### config.mk
export PLATFORM = sky130hd
export DESIGN_NAME = logic_gate_unit
export DESIGN_NICKNAME = d
export VERILOG_FILES = /design/src/rtl/logic_gate_unit_pkg.sv /design/src/rtl/logic_gate_unit_stage.sv /design/src/rtl/logic_gate_unit.sv
export SDC_FILE = /design/constraint.sdc
export NUM_CORES = 1
export LEC_CHECK = 0
export ABC_CLOCK_PERIOD_IN_PS = 2400
export BUFFER_PORTS_ARGS = -buffer_cell sky130_fd_sc_hd__buf_2
export CAP_MARGIN = 20
export CORE_UTILIZATION = 56
export DETAILED_ROUTE_END_ITERATION = 12
export GPL_ROUTABILITY_DRIVEN = 1
export PLACE_DENSITY = 0.82
export SLEW_MARGIN = 20
export SYNTH_ARGS = -nofsm -noshare
export SYNTH_HDL_FRONTEND = slang
export SYNTH_HIERARCHICAL = 1
export SYNTH_SLANG_ARGS = --single-unit
### constraint.sdc
create_clock -name clk -period 2.4 [get_ports clk]
set_clock_uncertainty 0.05 [all_clocks]
set_input_delay 0.48 -clock clk [delete_from_list [all_inputs] [get_ports clk]]
set_output_delay 0.48 -clock clk [all_outputs]
set_load 0.02 [all_outputs]
### src/rtl/logic_gate_unit_pkg.sv
// Shared constants and operation encodings for the logic gate unit.
package logic_gate_unit_pkg;

    localparam int OP_W  = 3;
    localparam int RED_W = 3;

    typedef enum logic [OP_W-1:0] {
        OP_AND  = 3'b000,
        OP_OR   = 3'b001,
        OP_XOR  = 3'b010,
        OP_NAND = 3'b011,
        OP_NOR  = 3'b100,
        OP_XNOR = 3'b101,
        OP_NOTA = 3'b110,
        OP_PASS = 3'b111
    } gate_op_e;

endpackage

### src/rtl/logic_gate_unit_stage.sv
// One valid/ready pipeline register; it accepts new data whenever it is
// empty or its current contents are leaving downstream in the same cycle.
module gate_unit_stage #(
    parameter int                DATA_W   = 8,
    parameter logic [DATA_W-1:0] RST_DATA = '0
) (
    input  logic              clk,
    input  logic              rst,
    input  logic              upValid_i,
    output logic              upReady_o,
    input  logic [DATA_W-1:0] upData_i,
    output logic              dnValid_o,
    input  logic              dnReady_i,
    output logic [DATA_W-1:0] dnData_o
);

    logic              valid_q, valid_d;
    logic [DATA_W-1:0] data_q,  data_d;

    assign upReady_o = !valid_q || dnReady_i;
    assign dnValid_o = valid_q;
    assign dnData_o  = data_q;

    always_comb begin
        valid_d = valid_q;
        data_d  = data_q;
        if (upReady_o) begin
            valid_d = upValid_i;
        end
        if (upValid_i && upReady_o) begin
            data_d = upData_i;
        end
    end

    always_ff @(posedge clk or posedge rst) begin
        if (rst) begin
            valid_q <= 1'b0;
            data_q  <= RST_DATA;
        end else begin
            valid_q <= valid_d;
            data_q  <= data_d;
        end
    end

endmodule

### src/rtl/logic_gate_unit.sv
// Two-stage bitwise logic unit with valid/ready handshakes and a saturating
// completion counter. Define LOGIC_GATE_UNIT_REDUCE_EN to add the out_red port.
module logic_gate_unit
    import logic_gate_unit_pkg::*;
#(
    parameter int WIDTH = 8,
    parameter int CNT_W = 16
) (
    input  logic             clk,
    input  logic             rst,
    input  logic             in_valid,
    output logic             in_ready,
    input  logic [WIDTH-1:0] in_a,
    input  logic [WIDTH-1:0] in_b,
    input  logic [OP_W-1:0]  in_op,
    output logic             out_valid,
    input  logic             out_ready,
    output logic [WIDTH-1:0] out_y,
    output logic             out_zero,
`ifdef LOGIC_GATE_UNIT_REDUCE_EN
    output logic [RED_W-1:0] out_red,
`endif
    output logic [CNT_W-1:0] op_count
);

    localparam int S1_W = 2 * WIDTH + OP_W;
`ifdef LOGIC_GATE_UNIT_REDUCE_EN
    localparam int S2_W = WIDTH + 1 + RED_W;
    localparam logic [S2_W-1:0] S2_RST = {{RED_W{1'b0}}, 1'b1, {WIDTH{1'b0}}};
`else
    localparam int S2_W = WIDTH + 1;
    localparam logic [S2_W-1:0] S2_RST = {1'b1, {WIDTH{1'b0}}};
`endif

    logic             s1Valid, s2Ready;
    logic [S1_W-1:0]  s1Data;
    logic [S2_W-1:0]  s2In, s2Data;
    logic [WIDTH-1:0] s1A, s1B, result;
    logic [OP_W-1:0]  s1Op;
    logic [CNT_W-1:0] opCount_q, opCount_d;

    gate_unit_stage #(.DATA_W(S1_W), .RST_DATA('0)) u_stage1 (
        .clk       (clk),
        .rst       (rst),
        .upValid_i (in_valid),
        .upReady_o (in_ready),
        .upData_i  ({in_op, in_b, in_a}),
        .dnValid_o (s1Valid),
        .dnReady_i (s2Ready),
        .dnData_o  (s1Data)
    );

    assign {s1Op, s1B, s1A} = s1Data;

    always_comb begin
        result = '0;
        case (gate_op_e'(s1Op))
            OP_AND:  result = s1A & s1B;
            OP_OR:   result = s1A | s1B;
            OP_XOR:  result = s1A ^ s1B;
            OP_NAND: result = ~(s1A & s1B);
            OP_NOR:  result = ~(s1A | s1B);
            OP_XNOR: result = ~(s1A ^ s1B);
            OP_NOTA: result = ~s1A;
            OP_PASS: result = s1A;
            default: result = '0;
        endcase
    end

    // Flags are computed ahead of the stage-2 register so they share out_y timing.
`ifdef LOGIC_GATE_UNIT_REDUCE_EN
    assign s2In = {^result, |result, &result, ~|result, result};
`else
    assign s2In = {~|result, result};
`endif

    gate_unit_stage #(.DATA_W(S2_W), .RST_DATA(S2_RST)) u_stage2 (
        .clk       (clk),
        .rst       (rst),
        .upValid_i (s1Valid),
        .upReady_o (s2Ready),
        .upData_i  (s2In),
        .dnValid_o (out_valid),
        .dnReady_i (out_ready),
        .dnData_o  (s2Data)
    );

`ifdef LOGIC_GATE_UNIT_REDUCE_EN
    assign {out_red, out_zero, out_y} = s2Data;
`else
    assign {out_zero, out_y} = s2Data;
`endif

    always_comb begin
        opCount_d = opCount_q;
        if (out_valid && out_ready && (opCount_q != {CNT_W{1'b1}})) begin
            opCount_d = opCount_q + CNT_W'(1);
        end
    end

    always_ff @(posedge clk or posedge rst) begin
        if (rst) begin
            opCount_q <= '0;
        end else begin
            opCount_q <= opCount_d;
        end
    end

    assign op_count = opCount_q;

endmodule

==> impl_metrics.tcl, run 1 <==
set metrics [dict create \
    ys_top_cells_by_area "dfrtp_1, mux2_4, ha_1, mux2_2, xnor2_1" \
    synth.largest_area_cell "dfrtp_1" \
    vdd_drop_max_mv 0.444 \
    port_buffers 49 \
    relSlewSlack_pct 47.0 \
    diodes 0 \
    cts_max_path_buffers 2 \
    avgSynthCellArea_sq_um 10.6 \
    grt_pass1_wl_mm 9.12 \
    drtAntennaViolNets 0 \
    drv_cap 0 \
    h-tree-depth 2 \
    period_share_pct 91.0 \
    num_vias 2156 \
    muxShareOfSynthArea_pct 15.4 \
    synth_top_family_by_area "multiplexers" \
    synth-async-reset-ratio_pct 100 \
    synth_compound_area_share_pct 10.6 \
    finalNetCount 363 \
    ys_seq_area_share_pct 40.2 \
    max_freq_ghz 0.458 \
    stdcell_count 391 \
    yosys.area_share.simple_pct 14.7 \
    postCtsHoldBufs 0 \
    synthDistinctLibCells 46 \
    cts_tree "built" \
    numCtsBuffers 5 \
    pin_count 50 \
    ys_ff_latch 46 \
    critPathLaunchType "register" \
    reg2reg_from "u_stage1/dnData_o[17]" \
    synth-xor-area-share_pct 6.41 \
    synth_ff_type "dfrtp_1" \
    critPathMaxFanout 11 \
    clkTransAtPathRegs_ps 90 \
    finalSetupViolations 0 \
    r2r-end "u_stage2/dnData_o[8]" \
    synth_edf_count 0 \
    dp_hpwl_mm 4.31 \
    slowest_stage "a2111oi_0" \
    netlist.area_leader.share_pct 39.3 \
    drc 0 \
    path_buf_inv 1 \
    reg2regPathDepth 7 \
    fin_crit_ps 2180 \
    setup.worst_path.end_class "register" \
    gp_congestion 0.898 \
    drtPass1Iterations 5 \
    crit_path_cell_trace "buf_4, nand2_1, o21ai_0, a2111oi_0, a21oi_1, nor4b_2, mux2_4" \
    r2r_slack_ps 220 \
    totalWireLength_mm 5.70 \
    syn-cell-area_sq_um 2870 \
    drt_iter0_drc 130 \
    grt_overflow 0 \
    critPathKind "reg -> reg" \
    hold_violations 0 \
    yosysWarnings 6 \
    root_buffer "clkbuf_8" \
    grt_max_degree 21 \
    worst_hold_path_type "in -> async" \
    start_util_pct 59.5 \
    area_growth_pct 15.2 \
    leakage_nw 1.63 \
    fillerInstances 398 \
    cts.sinks 46 \
    antenna_found_initial 0 \
    design.core.area_sq_um 4820 \
    die_y_um 73.6 \
    rows 25 \
    status "finished clean" \
    grt_pass1_vias 1939 \
    crit_path_max_incr_delay_ps 540 \
    cp.arrival_ps 2380 \
    grt_usage_pct 22.3 \
    power-per-cell-area_nw_per_um2 870 \
    finalSetupTns_ps 0 \
    required_ps 2600 \
    cpLargestDelayFamily "compound AO/OA/AOI/OAI gates" \
    rsz0062_at_grt "false" \
    slew_viol_final 0 \
    clk_latency_ps 300 \
    dieArea_sq_um 5410 \
    viasPerCell 5.51 \
    drive_gt1_share_pct 31.8 \
    routedWlPerCell_um 14.6 \
    placedCellCount 383 \
    worstMarginPinSlew_ps 794 \
    postSynthCellCount 271 \
    synthAdderAreaFrac_pct 7.42 \
    syn-num-nets 311 \
    dieWidth_um 73.6 \
]
layout by cell type (no fill, tap or decap), types with 2 or more instances in the layout:
master and n:
o22ai_1 3, nand2b_4 2, a211oi_1 3, nor3_1 5
nand4_1 5, o221ai_1 2, xor2_1 9, a211o_1 2
dfrtp_1 44, buf_4 5, xnor2_1 12, nand3_1 9
ha_1 17, nand2b_1 8, bufinv_16 2, clkbuf_8 5
a21oi_1 11, o21ai_0 14, nor2_1 19, inv_1 21
nand2_1 19, buf_2 49, and2_1 3, mux2_4 19
mux2_2 11, a22o_1 2
flip-flops by register name, indices dropped and copies added (netlist names):
register / flops
u_stage1/dnValid_o: 1
u_stage1/dnData_o: 19
u_stage2/dnValid_o: 1
u_stage2/dnData_o: 9
op_count: 16
how the worst max path moves through the flow:
| stage | endpoint | cells after the start | start | slack, ps |
|---|---|---|---|---|
| after floorplan | u_stage2/dnData_o[8] | 8 | u_stage1/dnData_o[7] | 460 |
| after global placement | u_stage2/dnData_o[8] | 6 | u_stage1/dnData_o[16] | 200 |
| after detailed placement | u_stage2/dnData_o[8] | 6 | u_stage1/dnData_o[16] | 120 |
| after CTS | u_stage2/dnData_o[8] | 7 | u_stage1/dnData_o[16] | 100 |
| after global routing | u_stage2/dnData_o[8] | 7 | u_stage1/dnData_o[17] | 70 |
| final | u_stage2/dnData_o[8] | 7 | u_stage1/dnData_o[17] | 220 |
per-layer routing:
layer,wire (um),track usage (%)
met2,2650,35.8
met5,0,0
met4,132,10.0
met1,2710,29.8
met3,198,3.57
where the power goes:
group	leakage, nW	switching (mW)	internal, mW	total, mW
Combinational	1.00	0.566	0.503	1.07
Clock	0.0683	0.268	0.417	0.685
Sequential	0.559	0.177	0.943	1.12
cells by family (layout without fill, tap and decap cells):
group	count (synthesis)	in the layout
buf+inv	31	84
compound gates	46	46
simple gates	78	78
fa+ha+maj	17	17
xor+xnor	21	21
mux	32	32
flops	46	46
final cells by class:
class | count | area [sq um] | share of cell area [%]
multi-input cells | 194 | 1560 | 47.3
clock buffers | 5 | 68.8 | 2.08
well taps | 67 | 83.8 | 2.54
inverters | 22 | 85.1 | 2.57
clock inverters | 3 | 68.8 | 2.08
repair buffers | 54 | 283 | 8.56
flip-flops and latches | 46 | 1150 | 34.9
repair_timing:
action / 4_1_cts / 5_1_grt
resized for setup: 0 / 1
endpoints found under the setup margin: 0 / 2
setup buffers: 0 / 0
cells in the mapped netlist (2+ instances only):
master	n
ha_1	17
buf_2	4
and2_1	3
nor2_1	19
nor3_1	5
nand2_1	19
o21ai_0	14
mux2_4	19
xnor2_1	12
mux2_2	11
a22o_1	2
inv_1	21
dfrtp_1	45
o221ai_1	2
nand2b_4	2
a21oi_1	11
nand4_1	5
nand3_1	9
buf_6	4
a211o_1	2
nand2b_1	8
xor2_1	9
o22ai_1	3
a211oi_1	3
metrics by stage:
step	worst slack, ps	hold WS, ps	util (%)	total power, mW	instance area (sq um)
2_1_floorplan	456	269	-	1.90	2870
3_3_place_gp	202	421	65.7	2.16	3170
3_5_place_dp	125	433	65.7	2.20	3170
4_1_cts	97.3	106	68.6	2.89	3300
5_1_grt	67.9	123	68.6	3.04	3300
6_report	217	103	68.6	2.87	3300
worst reg2reg max path: stages (launching register included):
cell and delay, ps:
dfrtp_1 520, buf_4 230, nand2_1 130, o21ai_0 90, a2111oi_0 540, a21oi_1 170
nor4b_2 230, mux2_4 180
(Power assumes the default switching activity.)
==> run 2: changes to the inputs <==
--- a/config.mk
+++ b/config.mk
@@ -8,10 +8,10 @@
 export ABC_CLOCK_PERIOD_IN_PS = 2400
 export BUFFER_PORTS_ARGS = -buffer_cell sky130_fd_sc_hd__buf_2
 export CAP_MARGIN = 20
-export CORE_UTILIZATION = 56
+export CORE_UTILIZATION = 45
 export DETAILED_ROUTE_END_ITERATION = 12
 export GPL_ROUTABILITY_DRIVEN = 1
-export PLACE_DENSITY = 0.82
+export PLACE_DENSITY = 0.68
 export SLEW_MARGIN = 20
 export SYNTH_ARGS = -nofsm -noshare
 export SYNTH_HDL_FRONTEND = slang
==> run 2 against run 1 <==
Effect of this change: power shrank 6.7%; non-clock buffer count is 1 lower; cell count increased by 1.8%; combinational power about the same; global-route usage fell by 4.1 points; clock power shrank 26%; maximum frequency decreased by 0.46%; hold slack worse by 10 ps; die area is 24% higher; highest routed layer unchanged; wire length shrank 2.3%.
==> impl_metrics.tcl, run 2 (same netlist as run 1, synthesis figures left out) <==
set metrics [dict create \
    status "finished clean" \
    cts.sinks 46 \
    start_util_pct 47.6 \
    final_cell_mix "buf_2, dfrtp_1, inv_1" \
    dieArea_sq_um 6700 \
    grt_overflow 0 \
    setup_slack_ps 207 \
    area_growth_pct 13.8 \
    num_vias 2115 \
    relSlewSlack_pct 44.5 \
    finalSetupTns_ps 0 \
    drc 0 \
    cts_max_path_buffers 2 \
    gp_congestion 0.923 \
    required_ps 2610 \
    port_buffers 49 \
    power-per-cell-area_nw_per_um2 821 \
    drtAntennaViolNets 0 \
    worstMarginPinSlew_ps 831 \
    critPathMaxFanout 3 \
    vdd_drop_max_mv 0.529 \
    period_share_pct 91.4 \
    leakage_nw 1.61 \
    h-tree-depth 2 \
    power_mw 2.68 \
    design.core.area_sq_um 6030 \
    worst_hold_path_type "in -> async" \
    cp.arrival_ps 2400 \
    antenna_found_initial 0 \
    drv_cap 0 \
    diodes 0 \
    grt_pass1_wl_mm 9.21 \
    critPathLaunchType "register" \
    critPathKind "reg -> reg" \
    final_area_sq_um 3260 \
    setup.worst_path.end_class "register" \
    max_freq_ghz 0.456 \
    mostFrequentLayoutCell "buf_2" \
    finalNetCount 362 \
    postCtsSetupRepairBufs 0 \
    reg2regPathDepth 8 \
    place_ws_ps 250 \
    fin_util_pct 54.2 \
    root_buffer "clkbuf_8" \
    clock_power_share_pct 19.0 \
    p_switching_mw 1.03 \
    drt_iter0_drc 72 \
    combPwrFrac_pct 39.4 \
    grt_max_degree 21 \
    rsz0062_at_grt "false" \
    pwr-share-seq_pct 41.6 \
    grt_usage_pct 18.2 \
    clkTransAtPathRegs_ps 100 \
    sw_frac_of_total_pct 38.3 \
    clk_latency_ps 310 \
    slew_viol_final 0 \
    internal_power_mw 1.65 \
    r2r_slack_ps 210 \
    grt_pass1_vias 2038 \
    hold_violations 0 \
    routedWlPerCell_um 14.0 \
    r2r-end "u_stage2/dnData_o[8]" \
    die_y_um 81.8 \
    cts_tree "built" \
    placedCellCount 390 \
    dieWidth_um 81.8 \
    totalWireLength_mm 5.56 \
    numCtsBuffers 5 \
    finalSetupViolations 0 \
    fin_crit_ps 2190 \
    whs_ps 92.3 \
    stdcell_count 398 \
    reg2reg_from "u_stage1/dnData_o[7]" \
    placed_area_sq_um 3170 \
    drive_gt1_share_pct 31.3 \
    viasPerCell 5.31 \
    rows 28 \
    drtPass1Iterations 4 \
    pin_count 50 \
    largest_register_ffs 19 \
    dp_hpwl_mm 4.28 \
]
[run 2: changes by cell type in the layout (fill, tap and decap cells not counted), sizes merged]
cell	previous run	this run
clkinvlp	0	1
bufinv	2	0
inv	22	23
buf	54	53
[run 2: layout make-up]
cell class,instances,area (sq um)
clock buffers,5,68.8
clock inverters,3,25.0
fillers,545,2760
inverters,22,85.1
multi-input cells,194,1560
flip-flops and latches,46,1150
well taps,75,93.8
repair buffers,53,275
[run 2: timing repair]
item,CTS,global route
gates resized for setup,0,1
hold buffers,0,0
endpoints found under the setup margin,0,1
[run 2: power by group through the flow]
stage | registers (mW) | logic (mW) | clock network [mW]
6_report | 1.11 | 1.06 | 0.510
5_1_grt | 1.14 | 1.17 | 0.554
4_1_cts | 1.12 | 1.06 | 0.526
3_5_place_dp | 1.13 | 1.06 | 0
3_3_place_gp | 1.12 | 1.04 | 0
2_1_floorplan | 1.23 | 0.671 | 0
[run 2: critical path: stages, from the launching register on]
cell and delay (ps):
dfrtp_1 390, inv_1 70, ha_1 310, nor2_1 50
a222oi_1 390, o21ai_0 180, a22o_1 260, nor4b_2 260
mux2_4 180
[run 2: worst max path at each step]
stage                               start  depth (start not counted)  slack, ps              endpoint
floorplan            u_stage1/dnData_o[7]                          8        460  u_stage2/dnData_o[8]
global placement     u_stage1/dnData_o[7]                          8        320  u_stage2/dnData_o[8]
detailed placement   u_stage1/dnData_o[7]                          8        250  u_stage2/dnData_o[8]
CTS                  u_stage1/dnData_o[7]                          8        220  u_stage2/dnData_o[8]
global route        u_stage1/dnData_o[17]                          7          6  u_stage2/dnData_o[8]
finish               u_stage1/dnData_o[7]                          8        210  u_stage2/dnData_o[8]
[run 2: routing by layer]
layer  vias to the layer above  GRT usage (%)  share of wire, %
met5                         -              0                 0
met4                         0           8.95               1.7
li1                       1037              -                 -
met3                         7           3.78               4.9
met1                      1014           23.7                48
met2                        57           28.6                46
